--- src/rtl/countdown_timer_ctrl.sv ---
// Sequencing controller for the MM:SS BCD countdown chain: step tick, preload line, button FSM, expiry.
// Optional expiry alarm enabled by defining COUNTDOWN_ALARM_EN.
`ifndef BCD_BIT_WIDTH
`define BCD_BIT_WIDTH 4
`endif
`ifndef BCD_ZERO
`define BCD_ZERO 4'd0
`endif

module countdown_timer_ctrl #(
   parameter int TICK_DIV    = 100_000_000,
   parameter int ALARM_TICKS = 5
) (
   input  logic                      clk,
   input  logic                      rst,
   input  logic                      start,
   input  logic                      pause,
   input  logic                      clear,
   input  logic [`BCD_BIT_WIDTH-1:0] min_tens,
   input  logic [`BCD_BIT_WIDTH-1:0] min_ones,
   input  logic [`BCD_BIT_WIDTH-1:0] sec_tens,
   input  logic [`BCD_BIT_WIDTH-1:0] sec_ones,
   output logic                      decrease,
   output logic                      stop,
   output logic                      running,
   output logic                      done,
   output logic                      alarm
);

   localparam int PW = $clog2(TICK_DIV);
   localparam logic [PW-1:0] LAST = PW'(TICK_DIV - 1);

   typedef enum logic [1:0] {IDLE, RUN, PAUSE, DONE} state_t;

   state_t        state;
   logic [PW-1:0] prescaler;
   logic          zero;
   logic          wrap;

   assign zero = (min_tens == `BCD_ZERO) && (min_ones == `BCD_ZERO) &&
                 (sec_tens == `BCD_ZERO) && (sec_ones == `BCD_ZERO);
   assign wrap = (prescaler == LAST);

   assign stop    = (state == IDLE);
   assign running = (state == RUN);
   assign done    = (state == DONE);

   always_ff @(posedge clk) begin
      if (rst) begin
         state     <= IDLE;
         prescaler <= '0;
         decrease  <= 1'b0;
      end else begin
         decrease <= 1'b0;
         if (clear) begin
            state     <= IDLE;
            prescaler <= '0;
         end else begin
            case (state)
               IDLE: begin
                  if (start) begin
                     state     <= zero ? DONE : RUN;
                     prescaler <= '0;
                  end
               end
               RUN: begin
                  if (pause) begin
                     state <= PAUSE;
                  end else if (zero) begin
                     // never step past 00:00; prescaler restarts so alarm periods are whole
                     state     <= DONE;
                     prescaler <= '0;
                  end else begin
                     prescaler <= wrap ? '0 : prescaler + 1'b1;
                     decrease  <= wrap;
                  end
               end
               PAUSE: begin
                  if (start) state <= RUN;
               end
               DONE: begin
                  prescaler <= wrap ? '0 : prescaler + 1'b1;
               end
               default: state <= IDLE;
            endcase
         end
      end
   end

`ifdef COUNTDOWN_ALARM_EN
   localparam int AW = (ALARM_TICKS > 1) ? $clog2(ALARM_TICKS) : 1;

   logic [AW-1:0] alarm_cnt;
   logic          enter_done;

   assign enter_done = !clear &&
                       (((state == IDLE) && start && zero) ||
                        ((state == RUN) && !pause && zero));

   always_ff @(posedge clk) begin
      if (rst || clear) begin
         alarm     <= 1'b0;
         alarm_cnt <= '0;
      end else if (enter_done) begin
         alarm     <= 1'b1;
         alarm_cnt <= '0;
      end else if (alarm && (state == DONE) && wrap) begin
         if (alarm_cnt == AW'(ALARM_TICKS - 1)) alarm <= 1'b0;
         else                                   alarm_cnt <= alarm_cnt + 1'b1;
      end
   end
`else
   assign alarm = 1'b0;
`endif

endmodule

--- config.mk ---
export PLATFORM = sky130hd
export DESIGN_NAME = countdown_timer_ctrl
export DESIGN_NICKNAME = d
export VERILOG_FILES = /design/src/rtl/countdown_timer_ctrl.sv
export SDC_FILE = /design/constraint.sdc
export NUM_CORES = 1
export LEC_CHECK = 0
export CAP_MARGIN = 0
export CORE_ASPECT_RATIO = 0.6
export CORE_UTILIZATION = 57
export DETAILED_ROUTE_END_ITERATION = 10
export PLACE_DENSITY_LB_ADDON = 0.1
export SETUP_SLACK_MARGIN = 0.05
export SYNTH_ARGS = -nofsm -noshare
export SYNTH_HDL_FRONTEND = slang
export SYNTH_SLANG_ARGS = --single-unit
--- constraint.sdc ---
create_clock -name clk -period 3.4 [get_ports clk]
set_clock_uncertainty 0.1 [all_clocks]
set_input_delay 0.68 -clock clk [delete_from_list [all_inputs] [get_ports clk]]
set_output_delay 0.68 -clock clk [all_outputs]
set_load 0.01 [all_outputs]
======== Word-level counts from Yosys, hierarchy flattened ========
Index checks and enable logic that the tools add are counted.
operators by class
  bitwise gates (word level) .............. 1
  divide/modulo/power cells ............... 0
  shift operators ......................... 0
  $mul .................................... 0
  reduce and logical (&&, ||, !) cells .... 14
  equal/unequal tests ..................... 8
  muxes and demuxes ....................... 11
  order comparisons ....................... 0
  add/sub/neg operators ................... 1
operator list
  operator                                                                 count
  27-bit two-way mux                                                       4
  27-bit one-hot mux with 3 select lines                                   1
  27-bit by 1-bit adder with 27-bit output, second input constant          1
  27-bit equality test, second input constant                              1
  4-bit logical NOT                                                        4
  2-bit two-way mux                                                        5
  2-bit inequality test, second input constant                             3
  2-bit one-hot mux with 3 select lines                                    1
  3-bit nonzero test                                                       2
  5-bit OR reduction                                                       1
  2-bit equality test, second input constant                               2
  4-bit AND reduction                                                      1
  1-bit logical AND                                                        3
  3-bit by 2-bit inequality test with 1-bit output, second input constant  1
  3-bit AND reduction                                                      1
  2-bit by 1-bit equality test with 1-bit output, second input constant    1
  2-bit logical NOT                                                        1
  2-bit OR reduction                                                       1
  1-bit NOT                                                                1
storage, ports and cells
  bits in latches ......................... 0
  flip-flop bits (word level) ............. 30
  output and inout bits ................... 5
  memory bits (read-only) ................. 0
  bits of input ports ..................... 21
  bits in writable memories ............... 0
  memories ................................ 0
  word-level logic and storage cells ...... 38

======== Longest topological paths before layout ========
Gate-level depths: netlist of run 1.
  depth in word-level cells ............... 7
  mapped depth ............................ 8
  mapped depth without buffers ............ 7

======== Worst setup path before layout of run 1 ========
OpenSTA, ideal clock, no wires.
  path type ............................... reg-to-reg
  start point ............................. register state[1]
  end point ............................... register prescaler[24]
  stages on the path, launching flop included .. 8
  period minus slack after synthesis ...... 2.257 ns
  setup slack ............................. 1.143 ns
  setup time .............................. 0.080 ns
  buffers on the path ..................... 0
  data required time ...................... 3.220 ns
  arrival ................................. 2.078 ns
  cells stage by stage .................... dfxtp_1 inv_1 ha_1 a21oi_4 nand3_4 or3_1 or4_1 a211oi_2
between the ends
  longest elaborated chain between the ends .. 3
RTL lines
  item                                                                          RTL line  text
  start, declared                                                               35        state_t state;
  start signal, assigned                                                        62        state <= zero ? DONE : RUN;
  2-bit by 1-bit equality test with 1-bit output *                              n/a
  via running                                                                   25        output logic running,
  2-bit inequality test (no line) / 3-bit nonzero test (equally long branches)  n/a
  3-bit AND reduction (no line)                                                 n/a
  end signal, assigned                                                          74        prescaler <= wrap ? '0 : prescaler + 1'b1;
  end signal, assigned                                                          82        prescaler <= wrap ? '0 : prescaler + 1'b1;
  end, declared                                                                 36        logic [PW-1:0] prescaler;
Mark *: on every way through the listed nets, which the timed path passes. The rest lies on a longest branch.
A chain may end at the register's enable or synchronous reset.

======== Final worst setup path of run 1 ========
  start point ............................. input sec_tens[2]
  end point ............................... register prescaler[10]
between the ends
  longest elaborated chain between the ends .. 6
RTL lines
  item                                    RTL line  text
  start, declared                         21        input logic [`BCD_BIT_WIDTH-1:0] sec_tens,
  4-bit logical NOT (no line)             n/a
  1-bit logical AND (2 in a row)          40        assign zero = (min_tens == `BCD_ZERO) && (min_ones == `BCD_ZERO) &&
  27-bit two-way mux                      69        end else if (zero) begin
  27-bit two-way mux                      67        if (pause) begin
  27-bit one-hot mux with 3 select lines  59        case (state)
Every way passes these cells. The select of a mux whose other input is x is not followed.

==> results summary, run 1 <==
The run finished with clean final reports. In this run the worst hold path is classified as reg -> reg. The fmax came out at 0.375 GHz. The antenna diode instance count came out at 0.

Clock-pin slew was measured on the worst setup and hold paths at 0.06 ns. Once detail routing completed, the nets flagged for antenna violations numbered 0. The number of vias per cell is 5.97. In the post-route analysis, the smallest setup slack over all paths is 0.736 ns. The maximum level of the CTS H-tree is 2. The cell area that synthesis handed to floorplanning was 1740 um^2. In this run, distinct cell masters in the synthesized netlist total 48. The global-route wire length before repair is 6470 um.

The cell family contributing the most delay on the critical path is compound AO/OA/AOI/OAI gates. The final count of hold timing violations is 0. The final estimated routing congestion in global placement is 0.934. For this design the ratio of total power to cell area is 347 nW/um^2. The pin count of the biggest net entering global routing came out at 31. The count of state elements after synthesis came out at 30. Measured in cells, the most critical reg-to-reg path has a length of 7. Before antenna repair, the detailed router went through 4 iterations. The share of the cycle needed by the critical path after routing is 0.783. The post-cts repair resize count is 0. For this design, the sink count on the clock tree is 30. The largest single stage delay on the critical path is 0.57 ns. The worst setup path category is in -> reg. The post-CTS repair timing setup buffer count came out at 0.

The type of origin of the critical path is an input port. The area enclosed by the die boundary came out at 3290 um^2. The initial standard-cell utilization of the core is 0.603. The worst hold path cell count is 2. The number of ports placed on the die boundary is 26.

The signal on the critical path passes through clkdlybuf4s50_1 > nor4_1 > nand4_1 > a21o_1 > a21oi_4 > nor3_1. The share of final-layout standard cells stronger than drive strength 1 is 0.100. In this run the number of cells on the critical path is 6.

The initial antenna violation count is 0. Across all hold checks on the routed design, the worst slack comes to 0.385 ns. The final standard cell count with taps included and fillers excluded came out at 261. Across the whole layout, storage elements account for 601 um^2. The number of placed instances, taps included, is 253. In the routed design, unresolved DRC markers number 0. The routed layout has 1559 vias. The worst path needs 2.66 ns of the cycle, external delays included. Of the post-synthesis cell area, the dominant cell type holds 0.344.

The actual transition at the worst max-transition pin came out at 0.661 ns. The cell type with the highest aggregate area in the netlist is sky130_fd_sc_hd__dfxtp_1. TritonCTS built the clock tree. The row count came out at 15. The standard cell with the maximum stage delay on the critical path is sky130_fd_sc_hd__a21oi_4. The arrival time at the worst endpoint is 2.69 ns.

The share of the Yosys chip area taken by registers is 0.344. Clock latency on the worst-skew pair, taken at its later pin, is 0.28 ns. The number of slew-limit violations in the final report came to 0.

Setup total negative slack on the finished layout was measured at 0 ns. Setup repair after global routing left no endpoint under its margin. The worst setup path is captured at a register. The final-stage net count came out at 245. The top fanout value on the critical path is 23. The number of input and output port buffers inserted came out at 24. The estimated wirelength of the detail-placed design is 3030 um. Setup violations remaining at the end of the flow were counted as 0. The wire length reported by the detailed router came out at 4140 um.

No sink is reached through more buffers than the 2 on the longest clock path. After detailed routing, the average wire length per cell comes to 15.9 um. The total area inside the core boundary comes to 2890 um^2. The maximum vdd ir drop is 0.000233 V. The number of global-route vias before repair is 1351. The die outline height came out at 44.9 um. Yosys printed 0 warnings.

Summing internal, switching and leakage power gives 717 uW. The overall fraction of global-route tracks in use is 0.269. The static leakage came out at 0.000636 uW.

The cell sitting at the root of the clock tree is a sky130_fd_sc_hd__clkbuf_8. The width of the die came out at 73.4 um. The synthesis-to-finish area growth came out at 18.7%. The gate count of the mapped netlist came out at 195.

The detailed router finished its first iteration with 92 violations. The tool flagged a number of max-cap violations equal to 0. The total area of multi-input combinational cells came out at 1060 um^2. By area the synthesized netlist is led by sky130_fd_sc_hd__dfxtp_1 (34%), sky130_fd_sc_hd__xnor2_1 (8.0%), sky130_fd_sc_hd__nor3_1 (7.5%), sky130_fd_sc_hd__nor4_1 (4.7%), sky130_fd_sc_hd__ha_1 (4.3%). Clock tree synthesis inserted a total of 5 buffers.

The quantity of hold-fixing buffers added after cts is 0. The worst setup slack before clock tree synthesis came out at 0.482 ns. The buffers plus inverters on the worst setup path is 1. Fill cells in the final layout number 231.

The net count of the mapped netlist came out at 222. The mean instance size in the synthesized netlist came out at 8.94 um^2. The aggregate global routing overflow is 0. The worst pin sits at a relative slew slack of 0.559. The required time at the endpoint of the critical path is 3.43 ns.
## final cells by class
cell class,count,area share
clock buffer,7,0.0417
clock inverter,1,0.00242
inverter,6,0.0109
multi-input combinational,151,0.513
sequential,30,0.290
tap,42,0.0254
timing repair buffer,24,0.116
## power breakdown
group	switching (uW)	internal [uW]	total (uW)
registers	1.63	353	354
logic	37.4	32.4	69.8
clock network	130	163	293
## worst paths after layout
kind           startpoint             to  slack, ns
max reg2reg      state[1]  prescaler[23]       0.89
max           sec_tens[2]  prescaler[10]       0.74
min reg2reg  prescaler[0]   prescaler[0]       0.39
min          prescaler[0]   prescaler[0]       0.39
## metal layers
metal  global-route usage  up-vias  part of all wire
met4               0.0846        0            0.0068
li1                     -      760                 -
met3               0.0804        4             0.078
met2                0.415       64              0.45
met1                0.369      731              0.47
met5                    0        -                 0
## placed cells by master (no fill, tap or decap), types with 2 or more instances in the layout
cell,n
sky130_fd_sc_hd__a21oi_4,2
sky130_fd_sc_hd__xnor2_1,16
sky130_fd_sc_hd__a211oi_1,3
sky130_fd_sc_hd__o21ai_0,2
sky130_fd_sc_hd__and4_1,2
sky130_fd_sc_hd__clkdlybuf4s50_1,24
sky130_fd_sc_hd__nand4_1,7
sky130_fd_sc_hd__o31a_1,2
sky130_fd_sc_hd__clkbuf_8,6
sky130_fd_sc_hd__xor2_1,5
sky130_fd_sc_hd__or2_2,2
sky130_fd_sc_hd__inv_1,6
sky130_fd_sc_hd__nor2_1,7
sky130_fd_sc_hd__nand3_1,7
sky130_fd_sc_hd__ha_1,6
sky130_fd_sc_hd__dfxtp_1,30
sky130_fd_sc_hd__nor3_1,26
sky130_fd_sc_hd__o2111ai_1,2
sky130_fd_sc_hd__and2_1,2
sky130_fd_sc_hd__nand2_1,17
sky130_fd_sc_hd__a21oi_1,4
sky130_fd_sc_hd__or3_1,3
sky130_fd_sc_hd__nor4_1,13
## worst min-delay path: stages, from the launching register on
cell and delay (ns):
sky130_fd_sc_hd__dfxtp_1 0.33, sky130_fd_sc_hd__nand2_1 0.06, sky130_fd_sc_hd__a21oi_1 0.05
## stage by stage
stage                     area [um^2]   util
final                            2070  0.716
after detailed placement         1980  0.684
after global routing             2070  0.716
after floorplan                  1740      -
after CTS                        2070  0.716
after global placement           1980  0.684
## registers in the layout, indices dropped and copies added, names as in the netlist
signal	flops
state	2
prescaler	27
decrease	1
## Yosys cell counts, drive strengths merged
cell / count
or2b: 1
dlygate4sd1: 2
xor2: 5
nand4b: 2
nor3b: 1
nand4: 8
o2111ai: 2
nor3: 27
or4b: 2
nor2: 7
xnor2: 16
nand3: 8
nor4b: 2
nor4: 13
clkbuf: 3
a21o: 1
o31ai: 1
inv: 6
nand2b: 1
and3: 1
and2: 3
a211oi: 4
nor2b: 1
mux2i: 1
conb: 1
or2: 2
and4: 4
o31a: 2
o21ai: 2
buf: 3
a21oi: 6
ha: 6
or3: 3
dfxtp: 30
or4: 1
nand2: 17
## kinds of logic (layout without fill, tap and decap cells)
group,after synthesis,after routing,synth area share
buffers and inverters,14,38,0.0466
and+or+nand+nor,104,104,0.368
muxes,1,1,0.00574
DFF,30,30,0.344
adders and majority gates,6,6,0.0430
other,1,1,0.00215
AOI/OAI and AO/OA,18,18,0.0847
xor gates and xnor gates,21,21,0.105
Power figures use the tool's default switching activity.
==> inputs of run 2 (changes only) <==
- CORE_UTILIZATION: 57 -> 53
- clock period: 3.4 -> 2.66 ns (I/O delays scaled with it)
==> run 2 against run 1 <==
  * Non-clock buffer count rose by 4
  * Combinational power rose by 38%
  * Setup slack got worse by 0.43 ns
  * Count of clock-buffer cells in the layout fell by 1
  * First-iteration DRC count rose by 24%
  * Register-to-register slack got worse by 0.58 ns
  * Via count fell by 1.9%
  * Clock power rose by 30%
  * Global-route usage fell by 2.9 points
  * Cell count rose by 1.5%
  * Routed wire length fell by 3.8%
  * Core utilization fell by 1.1 points
==> results summary, run 2 (same netlist as run 1, synthesis figures left out) <==
The run finished with clean final reports. The floorplan step defined a die boundary enclosing 3530 um^2. Setup repair after global routing left no endpoint under its margin. The root buffer cell chosen for the clock tree is sky130_fd_sc_hd__clkbuf_8.

The final count of hold timing violations is 0. Dividing the detail-routed wire length by the instance count gives 15.0 um. For this design the static power due to leakage is 0.000656 uW. The share of the cycle needed by the critical path after routing came out at 0.885. The share of final-layout standard cells stronger than drive strength 1 is 0.121. The slowest stage of the critical path is the sky130_fd_sc_hd__or4_1 cell. The wire length reported by the detailed router is 3980 um.

The arrival time at the worst endpoint came out at 2.46 ns. For this design the top-level I/O count stands at 26. In this run, post-CTS repair resized a total of 0 instances. The antenna violation net count after detailed routing came out at 0. The die outline height came out at 46.4 um. Of all nets on the critical path, the largest fanout is 5. The final-stage net count came out at 249. In the layout the commonest cells are sky130_fd_sc_hd__dfxtp_1 (30), sky130_fd_sc_hd__nor3_1 (26), sky130_fd_sc_hd__clkdlybuf4s50_1 (24), sky130_fd_sc_hd__nand2_1 (17), sky130_fd_sc_hd__xnor2_1 (16). The cell area after placement came out at 2020 um^2.

The required time at the endpoint of the critical path came out at 2.76 ns. TritonCTS built the clock tree. The final count of negative-setup-slack endpoints came out at 0. The width of the die came out at 76.1 um. The number of global-route vias before repair came out at 1369. Across the run, the number of max-cap violations was 0. The final critical delay including setup and external delays came out at 2.35 ns.

Walking the worst path, the cells encountered are inv_1 > ha_1 > a21oi_4 > nand3_4 > or3_1 > or4_1 > a211oi_2. Once detailed placement completed, the half-perimeter wirelength came to 2980 um. The max-slew headroom at the worst pin is 0.603. The detailed-routing iteration count for the pre-antenna-repair pass came out at 4. After floorplanning, the core was divided into 15 placement rows. The largest registers in the layout are prescaler x27, state x2, decrease x1. The fmax came out at 0.425 GHz. In this run the standard cell core region covers 3000 um^2. The worst setup path is captured at a register. The worst setup path is of the reg -> reg kind. The antenna diode instance count came out at 0. The number of clock buffers inserted by TritonCTS came out at 5. The via total after detailed routing came out at 1529. The total met3 wirelength after detailed routing came out at 266 um. The later-pin clock latency in the skew report is 0.28 ns. The final estimated routing congestion in global placement is 0.816.

The length of routed met2 wiring is 1730 um. The first global-routing pass estimated 6450 um of wire. In this run the number of H-tree levels came out at 2. STA classifies the critical path startpoint as a register. Counting every sink on the clock net gives 30. Once the clock tree was built, the setup fixing pass inserted 0 buffers. The initial antenna violation count is 0. The register with the most flip-flops in the layout has 27 of them. Across every metal layer, demand over resource in global routing totals 0.241. Dividing the detail-routed via count by the number of cells gives 5.77. The actual transition at the worst max-transition pin is 0.595 ns. The pin count of the biggest net entering global routing came out at 31. The final-layout setup total negative slack is 0 ns.

The quantity of hold-fixing buffers added after cts came out at 0. The aggregate global routing overflow is 0. The library cell used most frequently in the layout, excluding fill and tap cells, is sky130_fd_sc_hd__dfxtp_1. Clock-pin slew was measured on the worst setup and hold paths at 0.07 ns. The design area came out at 2120 um^2.

More flip-flops sit in one register than any other, and that register is prescaler. For this configuration, the core starts out at a cell density of 0.581. Routed signal wires occupy layers up through met4. The remaining design rule violation count is 0.

The synthesis-to-finish area growth came out at 21.3%. The maximum vdd ir drop is 0.000357 V. The detailed router put a total of 1960 um of wire on met1. The number of slew-limit violations in the final report is 0.

In this run the worst hold path is classified as reg -> reg. The DRC violation total after the first TritonRoute iteration came out at 114. The total power density per cell area is 439 nW/um^2. The maximum single-stage delay on the critical path came out at 0.49 ns. The number of input and output port buffers inserted is 24. The maximum root-to-sink buffer count is 2.
[run 2: critical path, delay by kind of cell (launching register included)]
family | cells | cell delay (ns)
and+or+nand+nor | 3 | 0.94
AOI/OAI and AO/OA | 2 | 0.44
DFF | 1 | 0.43
adders and majority gates | 1 | 0.28
buffers and inverters | 1 | 0.09
[run 2: final cells by class]
class                      instances  area (um^2)
clock buffer                       6         82.6
fill                             239          887
inverter                           6         22.5
clock inverter                     2         12.5
tap                               42         52.6
timing repair buffer              28          283
sequential                        30          601
multi-input combinational        151         1060
[run 2: through the flow]
step           worst slack, ns  hold WS [ns]   util  total power (uW)  std cells
2_1_floorplan            0.403         0.344      -               516        195
3_3_place_gp             0.123         0.355  0.673               556        257
3_5_place_dp            0.0699         0.378  0.673               559        257
5_1_grt                  0.161         0.418  0.705               966        265
6_report                 0.305         0.383  0.705               930        265
4_1_cts                  0.307         0.387  0.705               939        265
[run 2: worst paths after layout]
path,startpoint,end,slack [ns],cells after the start
setup / recovery,state[1],prescaler[24],0.31,7
hold / removal,prescaler[0],prescaler[0],0.38,2
setup reg to reg,state[1],prescaler[24],0.31,7
hold reg to reg,prescaler[0],prescaler[0],0.38,2
[run 2: power by group]
part / leakage [uW] / switching (uW) / internal (uW) / total (uW)
clock: 0.0000472 / 173 / 208 / 381
sequential: 0.000242 / 2.04 / 450 / 453
combinational: 0.000368 / 48.5 / 48.1 / 96.6
[run 2: layer usage]
layer	up-vias	track usage
met4	0	0.0615
li1	772	-
met5	-	0
met1	708	0.315
met2	44	0.389
met3	5	0.0812
